File: src/rtl/mem_access_unit_pkg.sv
// rtl/mem_access_unit_pkg.sv - shared encodings, FSM codes and alignment check for mem_access_unit
package mem_access_unit_pkg;

  // Load kinds carried on req_mask; codes 101-111 fall through to word behaviour
  localparam logic [2:0] MASK_LB  = 3'b000;
  localparam logic [2:0] MASK_LH  = 3'b001;
  localparam logic [2:0] MASK_LW  = 3'b010;
  localparam logic [2:0] MASK_LBU = 3'b011;
  localparam logic [2:0] MASK_LHU = 3'b100;

  localparam logic [1:0] MW_LOAD = 2'b00;
  localparam logic [1:0] MW_SB   = 2'b01;
  localparam logic [1:0] MW_SH   = 2'b10;
  localparam logic [1:0] MW_SW   = 2'b11;

  localparam logic [1:0] ST_IDLE   = 2'd0;
  localparam logic [1:0] ST_ACCESS = 2'd1;
  localparam logic [1:0] ST_WAIT   = 2'd2;
  localparam logic [1:0] ST_RESP   = 2'd3;

  typedef struct packed {
    logic [31:0] addr;
    logic [31:0] wdata;
    logic [2:0]  mask;
    logic [1:0]  memwrite;
  } req_t;

  function automatic logic is_misaligned(input logic [1:0] off, input logic [2:0] mask,
                                         input logic [1:0] memwrite);
    logic half;
    logic word;
    if (memwrite != MW_LOAD) begin
      half = (memwrite == MW_SH);
      word = (memwrite == MW_SW);
    end else begin
      half = (mask == MASK_LH) || (mask == MASK_LHU);
      word = !half && (mask != MASK_LB) && (mask != MASK_LBU);
    end
    return (half && off[0]) || (word && (off != 2'b00));
  endfunction

endpackage

File: src/rtl/mem_access_unit_load_align.sv
// rtl/mem_access_unit_load_align.sv - big-endian byte/half extraction and extension of load data
module load_align
  import mem_access_unit_pkg::*;
(
  input  logic [31:0] rdata,
  input  logic [1:0]  offset,
  input  logic [2:0]  mask,
  output logic [31:0] data
);

  logic [7:0]  sel_byte;
  logic [15:0] sel_half;

  always_comb begin
    // Offset 0 addresses the most significant byte lane
    case (offset)
      2'd0:    sel_byte = rdata[31:24];
      2'd1:    sel_byte = rdata[23:16];
      2'd2:    sel_byte = rdata[15:8];
      default: sel_byte = rdata[7:0];
    endcase
    sel_half = offset[1] ? rdata[15:0] : rdata[31:16];

    case (mask)
      MASK_LB:  data = {{24{sel_byte[7]}}, sel_byte};
      MASK_LH:  data = {{16{sel_half[15]}}, sel_half};
      MASK_LBU: data = {24'd0, sel_byte};
      MASK_LHU: data = {16'd0, sel_half};
      default:  data = rdata;
    endcase
  end

endmodule

File: src/rtl/mem_access_unit.sv
// rtl/mem_access_unit.sv - single-outstanding load/store unit with big-endian lanes and misalignment trap
module mem_access_unit
  import mem_access_unit_pkg::*;
(
  input  logic        clk,
  input  logic        rst,
  input  logic        req_valid,
  output logic        req_ready,
  input  logic [31:0] req_addr,
  input  logic [31:0] req_wdata,
  input  logic [2:0]  req_mask,
  input  logic [1:0]  req_memwrite,
  output logic        mem_en,
  output logic [3:0]  mem_we,
  output logic [29:0] mem_addr,
  output logic [31:0] mem_wdata,
  input  logic        mem_rvalid,
  input  logic [31:0] mem_rdata,
  output logic        resp_valid,
  output logic [31:0] resp_rdata,
  output logic        resp_misaligned
);

  logic [1:0]  state;
  req_t        req_q;
  logic [31:0] rdata_q;
  logic        misaligned_q;
  logic [31:0] load_data;
  logic        req_misaligned;

  assign req_misaligned = is_misaligned(req_addr[1:0], req_mask, req_memwrite);

  load_align u_load_align (
    .rdata  (mem_rdata),
    .offset (req_q.addr[1:0]),
    .mask   (req_q.mask),
    .data   (load_data)
  );

  always_ff @(posedge clk or posedge rst) begin
    if (rst) begin
      state        <= ST_IDLE;
      req_q        <= '0;
      rdata_q      <= '0;
      misaligned_q <= 1'b0;
    end else begin
      case (state)
        ST_IDLE: begin
          if (req_valid) begin
            req_q.addr     <= req_addr;
            req_q.wdata    <= req_wdata;
            req_q.mask     <= req_mask;
            req_q.memwrite <= req_memwrite;
            misaligned_q   <= req_misaligned;
            rdata_q        <= '0;
            state          <= req_misaligned ? ST_RESP : ST_ACCESS;
          end
        end
        ST_ACCESS, ST_WAIT: begin
          // Completion may already arrive in the access cycle itself
          if (mem_rvalid) begin
            rdata_q <= (req_q.memwrite == MW_LOAD) ? load_data : 32'd0;
            state   <= ST_RESP;
          end else begin
            state   <= ST_WAIT;
          end
        end
        default: state <= ST_IDLE;
      endcase
    end
  end

  always_comb begin
    mem_en    = (state == ST_ACCESS);
    mem_we    = 4'b0000;
    mem_addr  = '0;
    mem_wdata = '0;
    if (state == ST_ACCESS) begin
      mem_addr = req_q.addr[31:2];
      case (req_q.memwrite)
        MW_SB: begin
          mem_we    = 4'b1000 >> req_q.addr[1:0];
          mem_wdata = {4{req_q.wdata[7:0]}};
        end
        MW_SH: begin
          mem_we    = req_q.addr[1] ? 4'b0011 : 4'b1100;
          mem_wdata = {2{req_q.wdata[15:0]}};
        end
        MW_SW: begin
          mem_we    = 4'b1111;
          mem_wdata = req_q.wdata;
        end
        default: begin
          mem_we    = 4'b0000;
          mem_wdata = '0;
        end
      endcase
    end
  end

  assign req_ready       = (state == ST_IDLE);
  assign resp_valid      = (state == ST_RESP);
  assign resp_rdata      = resp_valid ? rdata_q : 32'd0;
  assign resp_misaligned = resp_valid & misaligned_q;

endmodule

File: config.mk
export PLATFORM = sky130hd
export DESIGN_NAME = mem_access_unit
export DESIGN_NICKNAME = d
export VERILOG_FILES = /design/src/rtl/mem_access_unit_pkg.sv /design/src/rtl/mem_access_unit_load_align.sv /design/src/rtl/mem_access_unit.sv
export SDC_FILE = /design/constraint.sdc
export NUM_CORES = 1
export LEC_CHECK = 0
export CAP_MARGIN = 20
export CORE_MARGIN = 3
export CORE_UTILIZATION = 36
export DETAILED_ROUTE_END_ITERATION = 10
export GPL_TIMING_DRIVEN = 0
export PLACE_DENSITY = 0.66
export SYNTH_ARGS = -nofsm -noshare
export SYNTH_HDL_FRONTEND = slang
export SYNTH_SLANG_ARGS = --single-unit
File: constraint.sdc
create_clock -name clk -period 5.3 [get_ports clk]
set_clock_uncertainty 0.05 [all_clocks]
set_input_delay 1.59 -clock clk [delete_from_list [all_inputs] [get_ports clk]]
set_output_delay 1.59 -clock clk [all_outputs]
set_load 0.02 [all_outputs]
# [Word-level counts from Yosys, hierarchy flattened]
# Cells that the tools add are included.
[word_totals] ff_bits=104 input_bits=105 out_inout_bits=102 wordCells=65
[op_classes] n_eq_ne=18 n_shift=1 muxes=20 n_bitwise=1 reduce_logical=18
[ops] operator="$mux 32" n=5
[ops] operator="$pmux 32 s4" n=1
[ops] operator="$pmux 32 s3" n=1
[ops] operator="$pmux 32 s2" n=1
[ops] operator="$mux 30" n=1
[ops] operator="$pmux 8 s3" n=1
[ops] operator="$mux 16" n=1
[ops] operator="$eq 2x2->1 const B" n=7
[ops] operator="$pmux 4 s3" n=1
[ops] operator="$mux 4" n=2
[ops] operator="$eq 2x1->1 const B" n=3
[ops] operator="$eq 3x1->1 const B" n=2
[ops] operator="$eq 3x3->1 const B" n=2
[ops] operator="$logic_not 2->1" n=3
[ops] operator="$reduce_bool 2->1" n=3
[ops] operator="$logic_and 1x1->1" n=4
[ops] operator="$mux 2" n=2
[ops] operator="$ne 2x2->1 const B" n=2
[ops] operator="$pmux 2 s2" n=1
[ops] operator="$shr 4x2->4 const A" n=1
[ops] operator="$eq 3x2->1 const B" n=1
[ops] operator="$logic_not 3->1" n=1
[ops] operator="$mux 1" n=3
[ops] operator="$ne 3x2->1 const B" n=1
[ops] operator="other kinds (7)" n=8

# [Logic depth before layout (Yosys ltp)]
[logic_depth] word_depth=11 ltp_mapped=9 depth_no_buf=7

# [Modules after synthesis]
# From an unflattened synthesis, not the netlist that was laid out.
[unflattened] cells_unflattened=613 hier_area_um2=6107.1
[modules_own_cells] module="mem_access_unit" n_inst=1 cells_each=498 area_per_inst_um2=5336.4 seq_area_each_um2=2602.5
[modules_own_cells] module="load_align" n_inst=1 cells_each=115 area_per_inst_um2=770.7 seq_area_each_um2=0.0

# [Worst setup path after synthesis]
# Ideal clock, no wire load.
[synth_timing] path_type="register to output" startpoint="register state[1]" endpoint="output port mem_wdata[31]" arrival_ns=1.639 required_ns=3.660 path_slack_ns=2.021 stages_incl_launch_ff=7 path_cell_list="dfrtp_1 inv_1 ha_1 clkbuf_1 clkbuf_1 nand2_1 a21oi_1"
[synth_between] elab_chain_cells=2
[synth_lines] item="start, declared" line="mem_access_unit.sv:24" text="logic [1:0] state;"
[synth_lines] item="start signal, assigned" line="mem_access_unit.sv:56" text="state <= req_misaligned ? ST_RESP : ST_ACCESS;"
[synth_lines] item="$eq 2x1->1"
[synth_lines] item="named net mem_en" line="mem_access_unit.sv:13" text="output logic mem_en,"
[synth_lines] item="$mux 32" line="mem_access_unit.sv:78" text="if (state == ST_ACCESS) begin"
[synth_lines] item="end, declared" line="mem_access_unit.sv:16" text="output logic [31:0] mem_wdata,"
# The timed path passes the listed nets, and every way through them passes these cells.

# [Worst setup path after layout]
[layout_timing] startpoint="register state[1]" endpoint="output port mem_wdata[31]"
[layout_between] elab_chain_cells=2
[layout_lines] item="$eq 2x1->1" line="mem_access_unit.sv:78"
[layout_lines] item="$mux 32" line="mem_access_unit.sv:78"
# Every way passes these cells.

==> flow_metrics.tcl <==
set metrics [dict create \
    outcome "completed" \
    synthesis.nets 694 \
    grt_pass1_vias 5395 \
    root_buffer "clkbuf_16" \
    crit_type "flop to output pin" \
    maxSlewViolCount 0 \
    start_util_pct 37.7 \
    vias 5174 \
    postRouteWirelength_um 18400 \
    cts_setup_buffers 0 \
    cts_made_buffers 9 \
    clock_latency_ns 0.35 \
    hpwl_um 14300 \
    die_w_um 134 \
    nNetsFinal 912 \
    yosysTopAreaCell "dfrtp_1" \
    synth_area_leaders "dfrtp_1 44%, mux2_2 15%, and2_1 8.9%, nor2b_1 4.6%, a21oi_1 3.2%" \
    yosys_most_used_dff "dfrtp_1" \
    required_ns 3.66 \
    worstMarginPinSlew_ns 0.589 \
    fp.coreArea_mm2 0.0155 \
    p_leak_nw 3.51 \
    hold_buffers 0 \
    final_antenna_net_count 0 \
    route.detailed.drc 0 \
    numClockSinks 104 \
    syn_to_final_growth_pct 46.1 \
    crit_fanout 10 \
    final_util_pct 55.1 \
    drv_cap 0 \
    clk_pin_slew_worst_paths_ns 0.07 \
    end_kind "output pin" \
    grt_pass1_wl_um 29400 \
    peakVddDrop_v 0.000279 \
    synth_edf_count 0 \
    yosys.area.top_type_share_pct 44.4 \
    fin_crit_sh_pct 85.7 \
    tns_ns 0 \
    antenna_found_initial 1 \
    gp_congestion 0.900 \
    power_density_mw_per_mm2 534 \
    fp-row-count 45 \
    portBuffers 206 \
    synth_cell_types 43 \
    yosysWarnings 0 \
    io_pins 207 \
    vias_per_cell 5.07 \
    syn_area_per_cell_um2 9.99 \
    hold_viol_final 0 \
    max_freq_mhz 220 \
    netlist_instances 586 \
    cts_tree "done" \
    finalSetupViolCount 0 \
    cts_resized 0 \
    holdWs_ns 0.412 \
    syn_area_mm2 0.00586 \
    fin_crit_ns 4.54 \
    placed_area_mm2 0.00821 \
    cts-htree-levels 3 \
    die_y_um 134 \
    arrival_ns 2.90 \
    critPathLaunchType "flop" \
    layout-drive-gt1-share_pct 16.2 \
    fillers 1406 \
    clockBufferDepth 2 \
    wire_per_inst_um 18.0 \
    ys_ff_latch 104 \
    synthArstFlopShare_pct 100 \
    synth-seq-area-share_pct 44.4 \
    die_area_mm2 0.0178 \
    relSlewSlack_pct 60.6 \
    grt_max_degree 71 \
    drt_first_pass_iters 5 \
    grt_use_total_pct 20.8 \
    rsz0062_at_grt "no" \
    antenna_cells 0 \
    drtIter0Drc 290 \
    finish.instance_area_mm2 0.00856 \
    hp-class "flop to flop" \
    overflow 0 \
]
## worst paths after layout
path,start,to,slack (ns),cells after the start
worst min register to register,rdata_q[11],rdata_q[11],0.41,2
worst max-delay path,state[1],mem_wdata[31],0.76,7
worst min-delay path,rdata_q[11],rdata_q[11],0.41,2
max in group asynchronous,rst,req_q[12],2.95,3
worst max register to register,state[0],rdata_q[3],3.15,6
min in group asynchronous,rst,req_q[67],1.55,2
## cell usage after synthesis (4+ instances only)
master    instances
o21ai_1           5
clkbuf_1         21
buf_2            17
dfrtp_1         104
nor2b_1          43
a22oi_1          12
a21o_1            5
mux2i_1           7
a21oi_1          38
o221ai_1          9
a21boi_0          4
nand2_1          48
a221oi_1          7
o21ai_2          11
mux2_2           76
and2_1           83
o21ai_0          36
nor2_1           23
inv_1             5
## critical path, cell delays in order, from the launching register on
cell,delay (ns)
dfrtp_1,0.40
inv_1,0.09
ha_1,0.28
clkbuf_1,0.35
clkbuf_1,0.37
nand2_1,0.10
a21oi_1,0.28
clkdlybuf4s50_1,0.67
## cells by family (layout without fill, tap and decap cells)
kind of cell / Yosys count / after routing / synth area share [%]
adder cells (fa/ha/maj): 3 / 3 / 0.641
AO/OA/AOI/OAI: 136 / 136 / 14.7
buffers and inverters: 50 / 273 / 4.14
multiplexers: 85 / 85 / 16.6
flip-flops: 104 / 104 / 44.4
AND/OR/NAND/NOR: 207 / 207 / 19.4
XOR/XNOR: 1 / 1 / 0.150
## cell usage in the layout, fill, tap and decap left out, types with 7 or more instances in the layout
cell | Yosys | layout
and2_1 | 83 | 83
a221oi_1 | 7 | 7
clkbuf_16 | 0 | 9
mux2i_1 | 7 | 7
o21ai_0 | 36 | 36
mux2_2 | 76 | 76
o21ai_2 | 11 | 11
a21oi_1 | 38 | 38
clkbuf_1 | 21 | 22
nor2b_1 | 43 | 43
dfrtp_1 | 104 | 104
clkdlybuf4s50_1 | 0 | 206
buf_2 | 17 | 17
nand2_1 | 48 | 48
nor2_1 | 23 | 23
a22oi_1 | 12 | 12
o221ai_1 | 9 | 9
## metrics by stage
stage | instances | power, mW | worst slack [ns]
2_1_floorplan | 586 | 2.92 | 0.928
3_3_place_gp | 1003 | 3.75 | -0.727
3_5_place_dp | 1004 | 3.81 | 1.13
4_1_cts | 1020 | 4.60 | 0.712
5_1_grt | 1020 | 4.89 | 0.498
6_report | 1020 | 4.57 | 0.758
## power by group
part / switching (mW) / total (mW) / internal, mW / leakage, nW
Combinational: 1.33 / 2.45 / 1.12 / 2.05
Sequential: 0.218 / 1.35 / 1.13 / 1.29
Clock: 0.296 / 0.771 / 0.475 / 0.170
Total: 1.85 / 4.57 / 2.72 / 3.51
## cell type report
cell class	count	area (um^2)	area share, %
flip-flops and latches	104	2600	30.4
repair buffers	207	2090	24.4
clock inverters	5	104	1.21
inverters	6	25.0	0.292
well taps	211	264	3.08
clock buffers	11	243	2.84
plain buffers	44	220	2.57
multi-input cells	432	3010	35.2
## sequential cells by signal (all words and copies together), names as in the netlist
name / cells
rdata_q: 32
req_q: 69
state: 2
misaligned_q: 1
## layer usage
metal  GRT usage, %  part of all wire, %  vias up
met4           6.34                  1.8        2
met2           34.3                   47      210
met5              0                0.098        -
met1           26.2                   42     2469
met3           6.80                  8.6       26
li1               -                    -     2467
Note: power is estimated with default switching activity, not from simulation.
